## src/rtl/lcd_pkg.sv

```systemverilog
`default_nettype none
// +----------------------------------------------------------------------+
// | Module      : lcd_pkg                                                |
// | Description : Shared types and constants for the HD44780 4-bit bus  |
// |               decoder (state encoding, command codes, DDRAM layout). |
// | Revision    : 1.0  initial release                                   |
// +----------------------------------------------------------------------+
package lcd_pkg;

  typedef enum logic [1:0] {
    INIT8 = 2'd0,
    HI    = 2'd1,
    LO    = 2'd2,
    CLR   = 2'd3
  } lcd_state_e;

  localparam logic [7:0] CMD_CLEAR        = 8'h01;
  localparam logic [7:0] CMD_HOME         = 8'h02;
  localparam logic [7:0] CMD_SETADDR_MASK = 8'h80;
  localparam logic [6:0] ROW1_BASE        = 7'h40;
  localparam logic [7:0] CHAR_SPACE       = 8'h20;
  localparam int         ROW_LEN          = 16;

endpackage
`default_nettype wire

```

## src/rtl/lcd_nibble_decoder_if.sv

```systemverilog
`default_nettype none
// +----------------------------------------------------------------------+
// | Module      : lcd_nibble_decoder_if                                  |
// | Description : HD44780 4-bit write bus (E strobe, RS, RW, D7..D4).    |
// |               master = host driving the LCD, slave = decoder.        |
// | Revision    : 1.0  initial release                                   |
// +----------------------------------------------------------------------+
interface lcd_nibble_decoder_if;

  logic       lcd_e;
  logic       lcd_rs;
  logic       lcd_rw;
  logic [3:0] nibble;

  modport master (output lcd_e, output lcd_rs, output lcd_rw, output nibble);
  modport slave  (input  lcd_e, input  lcd_rs, input  lcd_rw, input  nibble);

endinterface
`default_nettype wire

```

## src/rtl/lcd_strobe_detect.sv

```systemverilog
`default_nettype none
// +----------------------------------------------------------------------+
// | Module      : lcd_strobe_detect                                      |
// | Description : Optional input synchronizers, E high-time counter and  |
// |               falling-edge / glitch detection. Bus fields are taken  |
// |               from the last sample where E was high.                 |
// |               Macro LCD_NIBBLE_DECODER_SYNC_EN adds 2-flop syncs.    |
// | Revision    : 1.0  initial release                                   |
// +----------------------------------------------------------------------+
module lcd_strobe_detect #(
  parameter int E_MIN_HIGH = 4
) (
  input  logic       clk,
  input  logic       rst,
  input  logic       lcd_e,
  input  logic       lcd_rs,
  input  logic       lcd_rw,
  input  logic [3:0] nibble,
  output logic       strobe,
  output logic       glitch,
  output logic       cap_rs,
  output logic       cap_rw,
  output logic [3:0] cap_nib
);

  // Counter only needs to reach E_MIN_HIGH; it saturates there.
  localparam int             CW        = (E_MIN_HIGH < 1) ? 1 : $clog2(E_MIN_HIGH + 1);
  localparam logic [CW-1:0]  HI_TARGET = CW'(E_MIN_HIGH);

  logic       w_e;
  logic       w_rs;
  logic       w_rw;
  logic [3:0] w_nib;

`ifdef LCD_NIBBLE_DECODER_SYNC_EN
  logic [1:0] r_e_sync;
  logic [1:0] r_rs_sync;
  logic [1:0] r_rw_sync;
  logic [3:0] r_nib_s1;
  logic [3:0] r_nib_s2;

  // Two-flop synchronizers for the asynchronous LCD bus.
  always_ff @(posedge clk or posedge rst) begin
    if (rst) begin
      r_e_sync  <= 2'b00;
      r_rs_sync <= 2'b00;
      r_rw_sync <= 2'b00;
      r_nib_s1  <= 4'h0;
      r_nib_s2  <= 4'h0;
    end else begin
      r_e_sync  <= {r_e_sync[0], lcd_e};
      r_rs_sync <= {r_rs_sync[0], lcd_rs};
      r_rw_sync <= {r_rw_sync[0], lcd_rw};
      r_nib_s1  <= nibble;
      r_nib_s2  <= r_nib_s1;
    end
  end

  assign w_e   = r_e_sync[1];
  assign w_rs  = r_rs_sync[1];
  assign w_rw  = r_rw_sync[1];
  assign w_nib = r_nib_s2;
`else
  assign w_e   = lcd_e;
  assign w_rs  = lcd_rs;
  assign w_rw  = lcd_rw;
  assign w_nib = nibble;
`endif

  logic          r_e_prev;
  logic [CW-1:0] r_hi_cnt;
  logic          w_fall;

  // Track E history, count consecutive high samples and latch bus fields while E is high.
  always_ff @(posedge clk or posedge rst) begin
    if (rst) begin
      r_e_prev <= 1'b0;
      r_hi_cnt <= '0;
      cap_rs   <= 1'b0;
      cap_rw   <= 1'b0;
      cap_nib  <= 4'h0;
    end else begin
      r_e_prev <= w_e;
      if (w_e) begin
        if (r_hi_cnt != HI_TARGET) begin
          r_hi_cnt <= r_hi_cnt + CW'(1);
        end
        cap_rs  <= w_rs;
        cap_rw  <= w_rw;
        cap_nib <= w_nib;
      end else begin
        r_hi_cnt <= '0;
      end
    end
  end

  assign w_fall = r_e_prev & ~w_e;
  assign strobe = w_fall & (r_hi_cnt == HI_TARGET);
  assign glitch = w_fall & (r_hi_cnt != HI_TARGET);

endmodule
`default_nettype wire

```

## src/rtl/lcd_nibble_decoder.sv

```systemverilog
`default_nettype none
// +----------------------------------------------------------------------+
// | Module      : lcd_nibble_decoder                                     |
// | Description : Passive HD44780 4-bit-mode bus decoder. Reassembles    |
// |               bytes, tracks the cursor and mirrors a 2x16 DDRAM.     |
// |               Macro LCD_NIBBLE_DECODER_SYNC_EN adds input syncs.     |
// | Revision    : 1.0  initial release                                   |
// +----------------------------------------------------------------------+
module lcd_nibble_decoder
  import lcd_pkg::*;
#(
  parameter int E_MIN_HIGH = 4
) (
  input  logic                       clk,
  input  logic                       rst,
  lcd_nibble_decoder_if.slave        bus,
  input  logic [4:0]                 rd_addr,
  output logic [7:0]                 rd_data,
  output logic                       byte_valid,
  output logic [7:0]                 byte_data,
  output logic                       byte_is_data,
  output logic [4:0]                 cursor,
  output logic                       busy,
  output logic [3:0]                 err
);

  localparam logic [1:0] S_INIT8 = INIT8;
  localparam logic [1:0] S_HI    = HI;
  localparam logic [1:0] S_LO    = LO;
  localparam logic [1:0] S_CLR   = CLR;
  localparam logic [4:0] CLR_LAST = 5'(2 * ROW_LEN - 1);

  logic       w_strobe, w_glitch, w_cap_rs, w_cap_rw;
  logic [3:0] w_cap_nib;

  lcd_strobe_detect #(
    .E_MIN_HIGH (E_MIN_HIGH)
  ) u_strobe (
    .clk     (clk),
    .rst     (rst),
    .lcd_e   (bus.lcd_e),
    .lcd_rs  (bus.lcd_rs),
    .lcd_rw  (bus.lcd_rw),
    .nibble  (bus.nibble),
    .strobe  (w_strobe),
    .glitch  (w_glitch),
    .cap_rs  (w_cap_rs),
    .cap_rw  (w_cap_rw),
    .cap_nib (w_cap_nib)
  );

  logic [1:0] r_state;
  logic [3:0] r_hi_nib;
  logic       r_hi_rs;
  logic [4:0] r_clr_idx;
  logic [7:0] r_mem [0:31];

  logic       w_busy, w_accept, w_setaddr, w_addr_ok;
  logic [4:0] w_addr_idx;
  logic [7:0] w_byte;
  logic [3:0] w_err_set;

  // Strobe qualification, command decode and error-flag sources.
  always_comb begin
    w_busy     = (r_state == S_CLR);
    w_accept   = w_strobe & ~w_busy & ~w_cap_rw;
    w_byte     = {r_hi_nib, w_cap_nib};
    w_setaddr  = byte_valid & ~byte_is_data & ((byte_data & CMD_SETADDR_MASK) != 8'h00);
    // Only offsets 0x00-0x0F of either row land inside the 16-wide window.
    w_addr_ok  = ((byte_data[6:0] & 7'h70) == 7'h00) ||
                 ((byte_data[6:0] & 7'h70) == ROW1_BASE);
    w_addr_idx = {byte_data[6], byte_data[3:0]};
    w_err_set  = 4'b0000;
    w_err_set[3] = w_strobe & w_busy;
    w_err_set[2] = w_glitch;
    w_err_set[1] = (w_accept && r_state == S_INIT8 && w_cap_nib != 4'h3 && w_cap_nib != 4'h2) ||
                   (w_accept && r_state == S_LO && w_cap_rs != r_hi_rs) ||
                   (w_setaddr && !w_addr_ok);
    w_err_set[0] = w_strobe & ~w_busy & w_cap_rw;
  end

  assign busy    = w_busy;
  assign rd_data = r_mem[rd_addr];

  // Protocol FSM, byte assembly, cursor tracking and sticky error flags.
  always_ff @(posedge clk or posedge rst) begin
    if (rst) begin
      r_state      <= S_INIT8;
      r_hi_nib     <= 4'h0;
      r_hi_rs      <= 1'b0;
      r_clr_idx    <= 5'd0;
      cursor       <= 5'd0;
      byte_valid   <= 1'b0;
      byte_data    <= 8'h00;
      byte_is_data <= 1'b0;
      err          <= 4'b0000;
    end else begin
      byte_valid <= 1'b0;
      err        <= err | w_err_set;

      // Act on the byte published last cycle.
      if (byte_valid && byte_is_data) begin
        cursor <= {cursor[4], cursor[3:0] + 4'd1};
      end else if (w_setaddr) begin
        if (w_addr_ok) begin
          cursor <= w_addr_idx;
        end
      end else if (byte_valid && byte_data == CMD_HOME) begin
        cursor <= 5'd0;
      end

      case (r_state)
        S_INIT8: begin
          if (w_accept && w_cap_nib == 4'h2) begin
            r_state <= S_HI;
          end
        end
        S_HI: begin
          if (w_accept) begin
            r_hi_nib <= w_cap_nib;
            r_hi_rs  <= w_cap_rs;
            r_state  <= S_LO;
          end
        end
        S_LO: begin
          if (w_accept) begin
            r_state <= S_HI;
            if (w_cap_rs == r_hi_rs) begin
              byte_valid   <= 1'b1;
              byte_data    <= w_byte;
              byte_is_data <= w_cap_rs;
              if (!w_cap_rs && w_byte == CMD_CLEAR) begin
                r_state   <= S_CLR;
                r_clr_idx <= 5'd0;
              end
            end
          end
        end
        default: begin
          r_clr_idx <= r_clr_idx + 5'd1;
          if (r_clr_idx == CLR_LAST) begin
            r_state <= S_HI;
            cursor  <= 5'd0;
          end
        end
      endcase
    end
  end

  // DDRAM: filled with spaces on reset or clear, otherwise written by data bytes.
  always_ff @(posedge clk or posedge rst) begin
    if (rst) begin
      for (int i = 0; i < 32; i++) begin
        r_mem[i] <= CHAR_SPACE;
      end
    end else if (r_state == S_CLR) begin
      r_mem[r_clr_idx] <= CHAR_SPACE;
    end else if (byte_valid && byte_is_data) begin
      r_mem[cursor] <= byte_data;
    end
  end

endmodule
`default_nettype wire

```

## src/flat_wrapper.sv

```systemverilog
// flat-port wrapper written by rule: the top's interface ports become plain ports
module lcd_nibble_decoder_flat import lcd_pkg::*;
#(
  parameter int E_MIN_HIGH = 4
)
  (clk, rst, rd_addr, rd_data, byte_valid, byte_data, byte_is_data, cursor, busy, err, bus_lcd_e, bus_lcd_rs, bus_lcd_rw, bus_nibble);
  lcd_nibble_decoder_if bus_i ();
  input  logic clk;
  input  logic rst;
  input  logic [4:0] rd_addr;
  output logic [7:0] rd_data;
  output logic byte_valid;
  output logic [7:0] byte_data;
  output logic byte_is_data;
  output logic [4:0] cursor;
  output logic busy;
  output logic [3:0] err;
  input wire logic [$bits(bus_i.lcd_e)-1:0] bus_lcd_e;
  input wire logic [$bits(bus_i.lcd_rs)-1:0] bus_lcd_rs;
  input wire logic [$bits(bus_i.lcd_rw)-1:0] bus_lcd_rw;
  input wire logic [$bits(bus_i.nibble)-1:0] bus_nibble;
  assign bus_i.lcd_e = bus_lcd_e;
  assign bus_i.lcd_rs = bus_lcd_rs;
  assign bus_i.lcd_rw = bus_lcd_rw;
  assign bus_i.nibble = bus_nibble;
  lcd_nibble_decoder #(.E_MIN_HIGH(E_MIN_HIGH)) u_core (.clk(clk), .rst(rst), .bus(bus_i), .rd_addr(rd_addr), .rd_data(rd_data), .byte_valid(byte_valid), .byte_data(byte_data), .byte_is_data(byte_is_data), .cursor(cursor), .busy(busy), .err(err));
endmodule
```

## config.mk

```make
export PLATFORM = sky130hd
export DESIGN_NAME = lcd_nibble_decoder_flat
export DESIGN_NICKNAME = d
export VERILOG_FILES = /design/src/rtl/lcd_pkg.sv /design/src/rtl/lcd_nibble_decoder_if.sv /design/src/rtl/lcd_strobe_detect.sv /design/src/rtl/lcd_nibble_decoder.sv /design/src/flat_wrapper.sv
export SDC_FILE = /design/constraint.sdc
export NUM_CORES = 1
export LEC_CHECK = 0
export ABC_AREA = 1
export ABC_CLOCK_PERIOD_IN_PS = 11700
export CORE_UTILIZATION = 35
export DETAILED_ROUTE_END_ITERATION = 16
export PLACE_DENSITY_LB_ADDON = 0.15
export SYNTH_ARGS = -nofsm -noshare
export SYNTH_HDL_FRONTEND = slang
export SYNTH_SLANG_ARGS = --single-unit
```

## constraint.sdc

```tcl
create_clock -name clk -period 11.7 [get_ports clk]
set_clock_uncertainty 0.2 [all_clocks]
set_input_delay 1.17 -clock clk [delete_from_list [all_inputs] [get_ports clk]]
set_output_delay 1.17 -clock clk [all_outputs]
set_load 0.01 [all_outputs]
```

==> summary.log <==
INFO  yosys          postSynthAreaPerCell=8.080squm
INFO  floorplan      coreArea=41110squm
INFO  outcome        violations=design-rule violations
INFO  yosys          async_reset_ff_share=100.0%
INFO  global_route   antenna_found_initial=0
INFO  yosys          netlist-cell-type-count=31
INFO  worst_setup_path ff2ff_setup_slack=9.08ns
INFO  outcome        outcome=finished, violations left
INFO  worst_setup_path worst_ep_required_time=10.33ns
INFO  place          gp_congestion=0.8392
INFO  cts            h-tree-depth=2
INFO  cts            cts.hold.buffers_added=0
INFO  worst_setup_path cpMostUsedCell=nand2_1
INFO  yosys          share_of_the_yosys_chip_area_belonging_to_registers=50.78%
INFO  timing         postLayoutSetupSlackWorst=6.128ns
INFO  global_route   grt_first_pass_wirelength=75510microns
INFO  cts            postCtsResizedCells=0
INFO  worst_hold_path holdCritPathClass=reg2reg
INFO  timing         finalMaxSlewViolations=0
INFO  detailed_routing drc=3
INFO  finish         final_nets=1830
INFO  global_route   all_layer_global_routing_usage=22.89%
INFO  timing         rsz0062_at_grt=no
INFO  global_route   grt_pass1_vias=12090
INFO  yosys          synth_edf_count=0
INFO  place          placed_cells=2293
INFO  yosys          synth_seq_cells=297
INFO  floorplan      row_count=74
INFO  yosys          synth.yosys.warnings=0
INFO  worst_setup_path critPathMaxFanout=85
INFO  cts            cts.clk_slew.worst_paths=0.06ns
INFO  global_route   pin_count_of_the_biggest_net_entering_global_routing=98
INFO  cts            cts_tree=done
INFO  floorplan      num_io_pins=42
INFO  timing         setup-violations-final=0
INFO  timing         tightest_slew=1.330ns
INFO  cts            post-cts-setup-buffers=0
INFO  yosys          synth-main-ff-cell=dfrtp_1
INFO  detailed_routing wl_per_cell=20.66microns
INFO  place          place_worst_setup_slack=6.132ns
INFO  detailed_routing number_of_vias_in_the_routed_layout=12830
INFO  yosys          synth_nets=1852
INFO  power_and_ir_drop p_per_area=165.8nW/um^2
INFO  timing         maximum_clock_frequency=179.5MHz
INFO  flow_run       maxCapViolCount=0
INFO  finish         antenna_cells=0
INFO  finish         fin_util=39.83%
INFO  finish         area.growth.synth_to_final=11.28%
INFO  yosys          synthCells=1821
INFO  worst_setup_path critical_path.slowest_cell=buf_4
INFO  timing         setup_tns=0ns
INFO  place          placement_stage_cell_area=15160squm
INFO  floorplan      die_h=207.0microns
INFO  yosys          syn_area=14710squm
INFO  worst_setup_path critical_path_arrival=4.20ns
INFO  power_and_ir_drop max-vdd-ir-drop=0.1249mV
INFO  worst_setup_path path_cells=buf_4 -> inv_4 -> buf_4 -> nand2_1 -> nand3_1 -> nand3_1 -> nand2_1 -> nand2_1 -> nand2_1 -> nand2_1 -> nand2_1 -> clkdlybuf4s50_1
INFO  cts            max-clock-path-buffers=3
INFO  floorplan      initial_core_util=35.79%
INFO  finish         drive_gt1_share=6.524%
INFO  cts            cts-root-buf=clkbuf_16
INFO  detailed_routing total_routed_wirelength=48670microns
INFO  cts            cts_bufs_inserted=36
INFO  timing         period_share=47.63%
INFO  cts            worst_skew_pair.late_latency=0.54ns
INFO  detailed_routing first_iter_violations=1282
INFO  finish         post_layout_nonfiller_instances=2356
INFO  place          dpl.hpwl=29520microns
INFO  detailed_routing drtAntennaViolNets=0
INFO  cts            cts_num_sinks=297
INFO  worst_setup_path critPathKind=in2out
INFO  worst_setup_path crit_path_end_kind=primary output
INFO  floorplan      die_width=207.0microns
INFO  timing         finalCriticalPeriod=5.572ns
INFO  finish         final_cell_area=16370squm
INFO  detailed_routing dr.pass1.iters=12
INFO  global_route   grt.overflow.total=0
INFO  timing         finalHoldViolCount=0
INFO  worst_setup_path slowest_delay=0.81ns
INFO  floorplan      design.die.area=42860squm
INFO  detailed_routing route.detailed.vias_per_inst=5.446
INFO  worst_setup_path crit_path_start_kind=input pin
INFO  timing         slew_headroom=11.34%
INFO  power_and_ir_drop power.leakage=7.488nW
INFO  place          placement.io_buffers=41
==> sequential cells by signal (all words and copies together) (netlist names), 2 cells and up <==
signal                    cells
u_core.err                    4
u_core.r_hi_nib               4
u_core.r_state                2
u_core.u_strobe.r_hi_cnt      3
u_core.cursor                 5
u_core.byte_data              8
u_core.r_clr_idx              5
u_core.r_mem                256
u_core.u_strobe.cap_nib       4
==> through the flow <==
step / hold WS (ns) / total power (W)
after global placement: 0.2442 / 0.001568
after CTS: 0.2622 / 0.002737
after floorplan: 0.2530 / 0.001430
final: 0.2627 / 0.002714
after global routing: 0.2873 / 0.002830
after detailed placement: 0.2479 / 0.001569
==> cells in the final DEF (no fill, tap or decap), drive strengths merged, types with 2 or more instances in the layout <==
master / synthesis / routed
clkdlybuf4s50: 0 / 39
o22ai: 32 / 32
clkbuf: 40 / 55
o21ai: 259 / 259
inv: 94 / 94
clkinv: 0 / 3
a31oi: 2 / 2
buf: 74 / 15
nand3: 435 / 435
dfstp: 32 / 32
xor2: 3 / 3
ha: 17 / 17
clkinvlp: 0 / 2
nor2: 28 / 28
dfrtp: 265 / 265
nor3: 7 / 7
bufinv: 0 / 3
a21oi: 6 / 6
nand2: 520 / 520
==> cell type report <==
type / count / area (sq um)
clock buffer: 55 / 1094
clock inverter: 8 / 120.1
fill: 4341 / 24740
inverter: 94 / 362.8
multi-input combinational: 1316 / 6160
sequential: 297 / 7472
tap: 532 / 665.6
timing repair buffer: 54 / 500.5
==> metal layers <==
| metal | global-route usage (%) | up-vias | wire length [microns] |
|---|---|---|---|
| met5 | 0 | - | 0 |
| met4 | 5.919 | 0 | 1099 |
| met3 | 3.805 | 74 | 2866 |
| met2 | 35.32 | 370 | 21850 |
| met1 | 33.22 | 6307 | 22850 |
| li1 | - | 6079 | - |
==> power by group <==
| part | switching (W) | internal (W) | total (W) |
|---|---|---|---|
| Clock | 0.000453 | 0.000708 | 0.00116 |
| Sequential | 0.0000537 | 0.00113 | 0.00118 |
| Combinational | 0.000259 | 0.000113 | 0.000372 |
==> cells in the mapped netlist (2+ instances only) <==
cell type | instances | area share, %
nand2_1 | 519 | 13
nand3_1 | 434 | 15
dfrtp_1 | 265 | 45
o21ai_0 | 259 | 8.8
inv_1 | 91 | 2.3
clkbuf_1 | 40 | 1.0
buf_2 | 37 | 1.3
buf_6 | 33 | 2.5
dfstp_2 | 32 | 5.7
o22ai_1 | 32 | 1.4
nor2_1 | 23 | 0.59
ha_1 | 17 | 1.4
a21oi_1 | 6 | 0.20
nor3_1 | 5 | 0.17
nor2_4 | 4 | 0.31
inv_2 | 3 | 0.077
xor2_1 | 3 | 0.18
a31oi_1 | 2 | 0.085
buf_1 | 2 | 0.051
buf_4 | 2 | 0.10
nor3_2 | 2 | 0.14
==> worst max-delay path, delay by kind of cell <==
| family | cells | cell delay [ns] |
|---|---|---|
| and+or+nand+nor | 8 | 0.92 |
| buffers and inverters | 4 | 2.04 |
==> cell families after synthesis <==
| kind of cell | count (synthesis) | synth area share [%] |
|---|---|---|
| DFF | 297 | 50.78 |
| AOI/OAI and AO/OA | 305 | 10.77 |
| xor gates and xnor gates | 4 | 0.2381 |
| buffers and inverters | 208 | 7.355 |
| adders and majority gates | 17 | 1.446 |
| and+or+nand+nor | 990 | 29.40 |
==> worst paths after layout <==
path / from / endpoint / cells past startpoint
hold reg to reg: u_core.err[3] / u_core.err[3] / 1
hold / removal: u_core.err[3] / u_core.err[3] / 1
min in group asynchronous: rst / u_core.byte_data[7] / 2
setup / recovery: rd_addr[0] / rd_data[2] / 12
max in group asynchronous: rst / u_core.r_mem[8] / 3
setup reg to reg: u_core.r_state[0] / u_core.r_mem[38] / 7
No activity file was read; power rests on OpenSTA's default activity.
